[config.mk]
export PLATFORM = sky130hd
export DESIGN_NAME = hough_peak_select
export DESIGN_NICKNAME = d
export VERILOG_FILES = /design/src/rtl/hough_peak_select.sv
export SDC_FILE = /design/constraint.sdc
export NUM_CORES = 1
export LEC_CHECK = 0
export CELL_PAD_IN_SITES_DETAIL_PLACEMENT = 0
export CELL_PAD_IN_SITES_GLOBAL_PLACEMENT = 2
export CORE_UTILIZATION = 29
export DETAILED_ROUTE_END_ITERATION = 10
export PLACE_DENSITY = 0.74
export SETUP_SLACK_MARGIN = 0.3
export SLEW_MARGIN = 10
export SYNTH_ARGS = -nofsm -noshare
export SYNTH_HDL_FRONTEND = slang
export SYNTH_SLANG_ARGS = --single-unit
[constraint.sdc]
create_clock -name clk -period 2.49 [get_ports clk]
set_input_delay 0.747 -clock clk [delete_from_list [all_inputs] [get_ports clk]]
set_output_delay 0.747 -clock clk [all_outputs]
set_load 0.005 [all_outputs]
[src/rtl/hough_peak_select.sv]
// Per-frame Hough peak selector: tracks the strongest left/right-window cells of an
// accumulator scan and emits the winning angles as left-then-right one-cycle pulses.
module hough_peak_select #(
  parameter int unsigned THETA_W       = 8,
  parameter int unsigned RHO_W         = 11,
  parameter int unsigned VOTE_W        = 12,
  parameter int unsigned LEFT_MIN      = 10,
  parameter int unsigned LEFT_MAX      = 80,
  parameter int unsigned RIGHT_MIN     = 100,
  parameter int unsigned RIGHT_MAX     = 170,
  parameter int unsigned VOTE_MIN      = 32,
  parameter int unsigned LEFT_DEFAULT  = 45,
  parameter int unsigned RIGHT_DEFAULT = 135
) (
  input  logic               clk,
  input  logic               rst,
  input  logic               frame_start,
  input  logic               in_vld,
  output logic               in_rdy,
  input  logic [THETA_W-1:0] in_theta,
  input  logic [RHO_W-1:0]   in_rho,
  input  logic [VOTE_W-1:0]  in_votes,
  input  logic               in_last,
  output logic [THETA_W-1:0] phase_left,
  output logic [THETA_W-1:0] phase_right,
  output logic [RHO_W-1:0]   rho_left,
  output logic [RHO_W-1:0]   rho_right,
  output logic               out_left_vld,
  output logic               out_right_vld,
  output logic               left_found,
  output logic               right_found,
  output logic               busy
);

  typedef enum logic [1:0] {IDLE, SCAN, EMIT_L, EMIT_R} state_t;

  state_t r_state;
  state_t w_state_nxt;

  logic w_clear;
  logic w_accept;
  logic w_qual;
  logic w_win_l;
  logic w_win_r;
  logic w_cand_l;
  logic w_cand_r;
  logic w_upd_l;
  logic w_upd_r;

  logic [VOTE_W-1:0]  r_best_votes_l;
  logic [VOTE_W-1:0]  r_best_votes_r;
  logic [THETA_W-1:0] r_best_theta_l;
  logic [THETA_W-1:0] r_best_theta_r;
  logic [RHO_W-1:0]   r_best_rho_l;
  logic [RHO_W-1:0]   r_best_rho_r;
  logic               r_hit_l;
  logic               r_hit_r;

  logic               r_in_rdy;
  logic               r_busy;
  logic [THETA_W-1:0] r_phase_left;
  logic [THETA_W-1:0] r_phase_right;
  logic [RHO_W-1:0]   r_rho_left;
  logic [RHO_W-1:0]   r_rho_right;
  logic               r_out_left_vld;
  logic               r_out_right_vld;
  logic               r_left_found;
  logic               r_right_found;

  // State register
  always_ff @(posedge clk) begin
    if (rst) begin
      r_state <= IDLE;
    end else begin
      r_state <= w_state_nxt;
    end
  end

  // Next state; a frame_start inside SCAN restarts and swallows any same-cycle beat
  always_comb begin
    w_state_nxt = r_state;
    w_clear     = 1'b0;
    w_accept    = 1'b0;
    case (r_state)
      IDLE: begin
        if (frame_start) begin
          w_state_nxt = SCAN;
          w_clear     = 1'b1;
        end
      end
      SCAN: begin
        if (frame_start) begin
          w_clear = 1'b1;
        end else if (in_vld) begin
          w_accept = 1'b1;
          if (in_last) begin
            w_state_nxt = EMIT_L;
          end
        end
      end
      EMIT_L:  w_state_nxt = EMIT_R;
      EMIT_R:  w_state_nxt = IDLE;
      default: w_state_nxt = IDLE;
    endcase
  end

  // Candidate qualification of the accepted beat
  always_comb begin
    w_qual   = (in_votes >= VOTE_W'(VOTE_MIN));
    w_win_l  = (in_theta >= THETA_W'(LEFT_MIN))  && (in_theta <= THETA_W'(LEFT_MAX));
    w_win_r  = (in_theta >= THETA_W'(RIGHT_MIN)) && (in_theta <= THETA_W'(RIGHT_MAX));
    w_cand_l = w_accept && w_qual && w_win_l;
    w_cand_r = w_accept && w_qual && w_win_r;
    w_upd_l  = w_cand_l && (in_votes > r_best_votes_l);
    w_upd_r  = w_cand_r && (in_votes > r_best_votes_r);
  end

  // Running best per side; strict compare keeps the earliest of tied cells
  always_ff @(posedge clk) begin
    if (rst) begin
      r_best_votes_l <= '0;
      r_best_votes_r <= '0;
      r_best_theta_l <= '0;
      r_best_theta_r <= '0;
      r_best_rho_l   <= '0;
      r_best_rho_r   <= '0;
      r_hit_l        <= 1'b0;
      r_hit_r        <= 1'b0;
    end else if (w_clear) begin
      r_best_votes_l <= '0;
      r_best_votes_r <= '0;
      r_hit_l        <= 1'b0;
      r_hit_r        <= 1'b0;
    end else begin
      if (w_upd_l) begin
        r_best_votes_l <= in_votes;
        r_best_theta_l <= in_theta;
        r_best_rho_l   <= in_rho;
      end
      if (w_upd_r) begin
        r_best_votes_r <= in_votes;
        r_best_theta_r <= in_theta;
        r_best_rho_r   <= in_rho;
      end
      if (w_cand_l) begin
        r_hit_l <= 1'b1;
      end
      if (w_cand_r) begin
        r_hit_r <= 1'b1;
      end
    end
  end

  // Output registers; angles hold across frames without a hit
  always_ff @(posedge clk) begin
    if (rst) begin
      r_in_rdy        <= 1'b0;
      r_busy          <= 1'b0;
      r_phase_left    <= THETA_W'(LEFT_DEFAULT);
      r_phase_right   <= THETA_W'(RIGHT_DEFAULT);
      r_rho_left      <= '0;
      r_rho_right     <= '0;
      r_out_left_vld  <= 1'b0;
      r_out_right_vld <= 1'b0;
      r_left_found    <= 1'b0;
      r_right_found   <= 1'b0;
    end else begin
      r_in_rdy        <= (w_state_nxt == SCAN);
      r_busy          <= (r_state != IDLE);
      r_out_left_vld  <= (r_state == EMIT_L);
      r_out_right_vld <= (r_state == EMIT_R);
      if (r_state == EMIT_L) begin
        r_left_found <= r_hit_l;
        if (r_hit_l) begin
          r_phase_left <= r_best_theta_l;
          r_rho_left   <= r_best_rho_l;
        end
      end
      if (r_state == EMIT_R) begin
        r_right_found <= r_hit_r;
        if (r_hit_r) begin
          r_phase_right <= r_best_theta_r;
          r_rho_right   <= r_best_rho_r;
        end
      end
    end
  end

  assign in_rdy        = r_in_rdy;
  assign busy          = r_busy;
  assign phase_left    = r_phase_left;
  assign phase_right   = r_phase_right;
  assign rho_left      = r_rho_left;
  assign rho_right     = r_rho_right;
  assign out_left_vld  = r_out_left_vld;
  assign out_right_vld = r_out_right_vld;
  assign left_found    = r_left_found;
  assign right_found   = r_right_found;

endmodule

==> results.json, run 1 <==
{
  "ir_drop_v": 0.000307,
  "yosys.area_share.simple_pct": 22.1,
  "reg2reg_slack_ps": 360,
  "synthesis.nets": 593,
  "grtUsageTotal_pct": 15.9,
  "slew_headroom_pct": 64.7,
  "hold_violations": 0,
  "post-place-ws_ps": -508,
  "clk_latency_ps": 350,
  "rows": 46,
  "r2r-start": "r_best_votes_l[10]",
  "crit_fanout": 6,
  "reg2reg_depth": 10,
  "finalSetupViolations": 0,
  "syn_avg_cell_area_um2": 9.05,
  "wire_per_inst_um": 15.0,
  "maxCapViolCount": 0,
  "ys_ff_latch": 110,
  "gr-total-overflow": 0,
  "dieArea_um2": 17100,
  "startpoint": "in_theta[1]",
  "synthDistinctLibCells": 42,
  "worst_pin_slew_ps": 529,
  "diodes": 0,
  "synth.area.mux_share_pct": 12.7,
  "synth_compound_area_share_pct": 8.17,
  "critPathMaxStageDelay_ps": 540,
  "antenna_left": 0,
  "required_ps": 2760,
  "hp-start": "rho_left[8]",
  "synth_top_family_by_area": "simple AND/OR/NAND/NOR gates",
  "fmax_mhz": 432,
  "yosys.area_share.adder_pct": 6.23,
  "vias": 3889,
  "arrival_ps": 2590,
  "pwr_density_cell_nw_per_um2": 510,
  "tritoncts": "built",
  "initial_core_util_pct": 30.0,
  "num_io_pins": 80,
  "cellLeakagePower_uw": 0.00264,
  "worstSetupPathType": "in -> reg",
  "synth_area_um2": 4820,
  "placedCellCount": 829,
  "ys_warn_count": 0,
  "final_common_cell": "nand2_1",
  "ys_seq_area_share_pct": 45.7,
  "grt_max_degree": 44,
  "fp.dieH_um": 131,
  "skew_ps": 6.86,
  "grt_pass1_wl_mm": 20.3,
  "hold_path_depth": 2,
  "status": "complete, no violations",
  "clk_path_buf_depth": 2,
  "slew_violations": 0,
  "start_kind": "input pin",
  "totalWireLength_mm": 12.9,
  "firstDrtPassIters": 4,
  "cp_cell_sequence": "buf_6, or4_4, a21oi_4, o2111ai_4, a221oi_4, buf_4, buf_6, buf_12, mux2i_1",
  "layout_common_cells": "nand2_1, dfxtp_1, mux2i_1",
  "h-tree-depth": 3,
  "io_buffers": 79,
  "numClockSinks": 110,
  "netlist_instances": 533,
  "place_area_um2": 6090,
  "setup_slack_ps": 175,
  "fin_nets": 697,
  "grt_pass1_vias": 4004,
  "drc_errors": 0,
  "antenna_found_initial": 0,
  "drt-initial-drc-count": 112,
  "clk_pin_slew_worst_paths_ps": 70,
  "ctsHoldBuffers": 0,
  "crit_slowest_cell": "or4_4",
  "syn_to_final_growth_pct": 42.3,
  "finalCritPeriodShare_pct": 93.0,
  "place_congestion": 0.731,
  "crit_path_end_kind": "flop",
  "worst_path_most_repeated_cell": "buf_6",
  "numCtsBuffers": 9,
  "synth_xor_area_share_pct": 0,
  "cts-root-buf": "clkbuf_16",
  "core_um2": 16100,
  "min_path_type": "reg -> reg",
  "fin_setup_tns_ps": 0,
  "final_cell_area_um2": 6860,
  "dp_hpwl_mm": 8.38,
  "rsz0062_at_grt": "yes",
  "layout-drive-gt1-share_pct": 18.4,
  "die_x_um": 131,
  "via_per_inst": 4.54,
  "instances_no_fill": 856,
  "finalCriticalPeriod_ps": 2320
}
==> cells in the mapped netlist (all sizes together) <==
| library cell | count | share of area, % |
|---|---|---|
| mux2i | 61 | 13 |
| nor4 | 1 | 0.13 |
| clkbuf | 21 | 1.6 |
| nor2b | 1 | 0.13 |
| o311ai | 1 | 0.18 |
| a221oi | 2 | 0.73 |
| o21a | 1 | 0.16 |
| and3 | 1 | 0.13 |
| inv | 28 | 2.2 |
| o211ai | 1 | 0.16 |
| ha | 24 | 6.2 |
| o2111ai | 1 | 0.31 |
| and4 | 1 | 0.18 |
| a21oi | 45 | 4.7 |
| or2b | 1 | 0.16 |
| o21ai | 4 | 0.42 |
| or4 | 1 | 0.23 |
| or4b | 1 | 0.21 |
| o211a | 2 | 0.42 |
| nand4 | 4 | 0.52 |
| nor3 | 4 | 0.52 |
| buf | 7 | 1.3 |
| dfxtp | 110 | 46 |
| a211oi | 2 | 0.31 |
| nor4b | 1 | 0.18 |
| nand3b | 8 | 1.2 |
| nor2 | 8 | 0.62 |
| a21boi | 1 | 0.16 |
| or2 | 1 | 0.13 |
| nor3b | 1 | 0.16 |
| or3 | 1 | 0.13 |
| a21o | 3 | 0.47 |
| nand3 | 5 | 0.52 |
| nand2 | 121 | 9.4 |
| nand2b | 56 | 7.3 |
| o22ai | 1 | 0.13 |
| and4bb | 1 | 0.26 |
==> cells by family (layout without fill, tap and decap cells) <==
kind of cell	after synthesis	count (layout)
AND/OR/NAND/NOR	218	218
flip-flops	110	110
AO/OA/AOI/OAI	64	64
multiplexers	61	61
buffers and inverters	56	163
adder cells (fa/ha/maj)	24	24
==> report_power, final <==
| group | internal [µW] | switching, µW | total, µW |
|---|---|---|---|
| combinational | 163 | 149 | 313 |
| sequential | 1770 | 7.02 | 1770 |
| clock | 736 | 673 | 1410 |
| total | 2670 | 829 | 3500 |
==> worst max-delay path: cells and delay by family <==
family / cells / cell delay (ps)
compound gates: 3 / 580
mux: 1 / 190
simple gates: 1 / 540
buf+inv: 4 / 510
==> flip-flops by register name, summed over array words and instances, names as in the netlist, 2 cells and up <==
signal and count:
r_state 2, phase_left 8, r_best_theta_l 8, r_best_rho_r 11, phase_right 8, r_best_votes_r 12, r_best_theta_r 8, rho_left 11
r_best_rho_l 11, rho_right 11, r_best_votes_l 12
==> layer usage <==
| layer | global-route usage (%) | vias to the layer above | part of all wire (%) | wire length [µm] |
|---|---|---|---|---|
| met5 | 0 | - | 0 | 0 |
| met4 | 6.69 | 0 | 1.3 | 168 |
| met3 | 2.48 | 11 | 2.7 | 350 |
| met2 | 26.1 | 56 | 47 | 6050 |
| met1 | 20.7 | 1834 | 49 | 6300 |
| li1 | - | 1988 | - | - |
==> stage by stage <==
stage,util (%),power (µW),hold slack [ps]
floorplan,-,1950,426
global placement,37.9,2090,440
detailed placement,37.9,2090,446
CTS,42.2,3530,456
global route,42.7,3650,467
finish,42.7,3500,452
==> timing repair <==
item,CTS,global route
gates cloned,6,0
setup buffers,7,0
gates resized for setup,94,29
endpoints found under the setup margin,62,62
pin swaps,28,6
==> cell type report <==
type / instances / area [µm²]
tap: 216 / 270
clock inverter: 3 / 28.8
sequential: 110 / 2200
clock buffer: 11 / 253
timing repair buffer: 121 / 1290
multi-input combinational: 367 / 2710
inverter: 28 / 105
fill: 1555 / 9200
==> worst paths after layout <==
kind	endpoint
hold reg to reg	rho_left[8]
setup reg to reg	r_best_votes_l[7]
setup / recovery	r_best_votes_l[7]
hold / removal	rho_left[8]
Power figures use the tool's default switching activity.
==> inputs of run 2 (changes only) <==
CORE_UTILIZATION = 32   (was 29)
PLACE_DENSITY = 0.78   (was 0.74)
clock period = 2.4 ns   (was 2.49 ns; I/O delays follow)
==> run 2 against run 1 <==
Compared with the run above: the flow now finishes with violations (design-rule violations); non-clock buffer count is 4 higher; clock skew grew 2.3 ps; final cell count fell by 3.3%; worst hold slack gained 2.1 ps; utilization up 4.6 points; sequential share of layout area is 0.33 points lower; critical endpoint is now r_best_votes_l[5]; largest power group unchanged.
==> results.json, run 2 (synthesized netlist as in run 1, its figures left out) <==
{
  "grt_max_degree": 54,
  "pwr_density_cell_nw_per_um2": 515,
  "wire_per_inst_um": 15.6,
  "dp_hpwl_mm": 8.21,
  "cellLeakagePower_uw": 0.00265,
  "grt_pass1_vias": 3916,
  "slew_violations": 0,
  "final_common_cell": "nand2_1",
  "die_x_um": 125,
  "hold_violations": 0,
  "worstSetupPathType": "in -> reg",
  "num_io_pins": 80,
  "power_uw": 3570,
  "rows": 44,
  "totalWireLength_mm": 12.9,
  "setup_slack_ps": 217,
  "antenna_found_initial": 0,
  "post-place-ws_ps": -544,
  "clk_latency_ps": 360,
  "initial_core_util_pct": 32.9,
  "io_buffers": 79,
  "firstDrtPassIters": 7,
  "clk_pin_slew_worst_paths_ps": 70,
  "finalCriticalPeriod_ps": 2180,
  "skew_ps": 9.16,
  "dieArea_um2": 15600,
  "tritoncts": "built",
  "status": "finished with violations",
  "placedCellCount": 799,
  "vias": 3913,
  "start_kind": "input pin",
  "finalCritPeriodShare_pct": 90.9,
  "finalSetupViolations": 0,
  "rsz0062_at_grt": "yes",
  "antenna_left": 0,
  "grtUsageTotal_pct": 17.1,
  "min_path_type": "reg -> reg",
  "grt_pass1_wl_mm": 20.5,
  "cts-root-buf": "clkbuf_16",
  "ctsHoldBuffers": 0,
  "reg_top3": "r_best_votes_l (12), r_best_votes_r (12)",
  "arrival_ps": 2460,
  "instances_no_fill": 828,
  "h-tree-depth": 3,
  "required_ps": 2680,
  "layout-drive-gt1-share_pct": 19.7,
  "drt-initial-drc-count": 163,
  "syn_to_final_growth_pct": 43.7,
  "place_congestion": 0.758,
  "clk_path_buf_depth": 2,
  "fin_nets": 701,
  "core_um2": 14600,
  "crit_path_end_kind": "flop",
  "numCtsBuffers": 9,
  "fmax_mhz": 458,
  "via_per_inst": 4.73,
  "numClockSinks": 110,
  "ir_drop_v": 0.000309,
  "crit_fanout": 8,
  "diodes": 0,
  "gr-total-overflow": 0,
  "drc_errors": 19,
  "layout_common_cells": "nand2_1, dfxtp_1, mux2i_1, clkdlybuf4s50_1, nand2b_1",
  "fillers": 1403,
  "worst_pin_slew_ps": 504,
  "fp.dieH_um": 125,
  "maxCapViolCount": 0,
  "slew_headroom_pct": 66.4,
  "violations": "design-rule violations"
}
## run 2: final timing paths
| path | from | end | slack (ps) | cells past startpoint |
|---|---|---|---|---|
| min reg2reg | phase_left[4] | phase_left[4] | 450 | 2 |
| max reg2reg | r_best_votes_r[1] | r_best_votes_r[7] | 280 | 9 |
| max | in_theta[2] | r_best_votes_l[5] | 220 | 8 |
| min | phase_left[4] | phase_left[4] | 450 | 2 |
## run 2: critical path, cell delays in order
cell	delay, ps
buf_8	100
or4_4	540
a21oi_4	160
o2111ai_4	160
a221oi_4	240
buf_6	190
buf_12	150
mux2i_2	210
## run 2: routing by layer
metal | global-route usage (%) | share of wire (%)
met2 | 30.0 | 50
met5 | 0 | 0
met3 | 3.69 | 3.3
met1 | 20.5 | 45
met4 | 5.88 | 1.3
## run 2: per-stage QoR
stage	setup TNS [ps]	util (%)	hold WS (ps)	cell area, µm²
floorplan	0	-	426	4940
global placement	-29250	41.6	440	6090
detailed placement	-31780	41.6	448	6090
CTS	0	46.5	458	6800
global route	0	47.3	473	6930
finish	0	47.3	454	6930
## run 2: report_power, final
part / total, µW / switching [µW] / internal (µW)
clock: 1380 / 687 / 697
sequential: 1840 / 7.09 / 1830
combinational: 345 / 161 / 184
## run 2: area by class of cell
type	instances	area [µm²]	share of cell area, %
multi-input combinational	367	2780	40.1
sequential	110	2200	31.8
timing repair buffer	125	1350	19.5
tap	184	230	3.32
clock buffer	9	225	3.25
inverter	28	105	1.52
clock inverter	5	35.0	0.505
## run 2: repair_timing
action / CTS / global route
pin swaps: 31 / 12
endpoints found under the setup margin: 63 / 62
setup buffers: 6 / 3
gates cloned: 5 / 1
resized for setup: 122 / 20
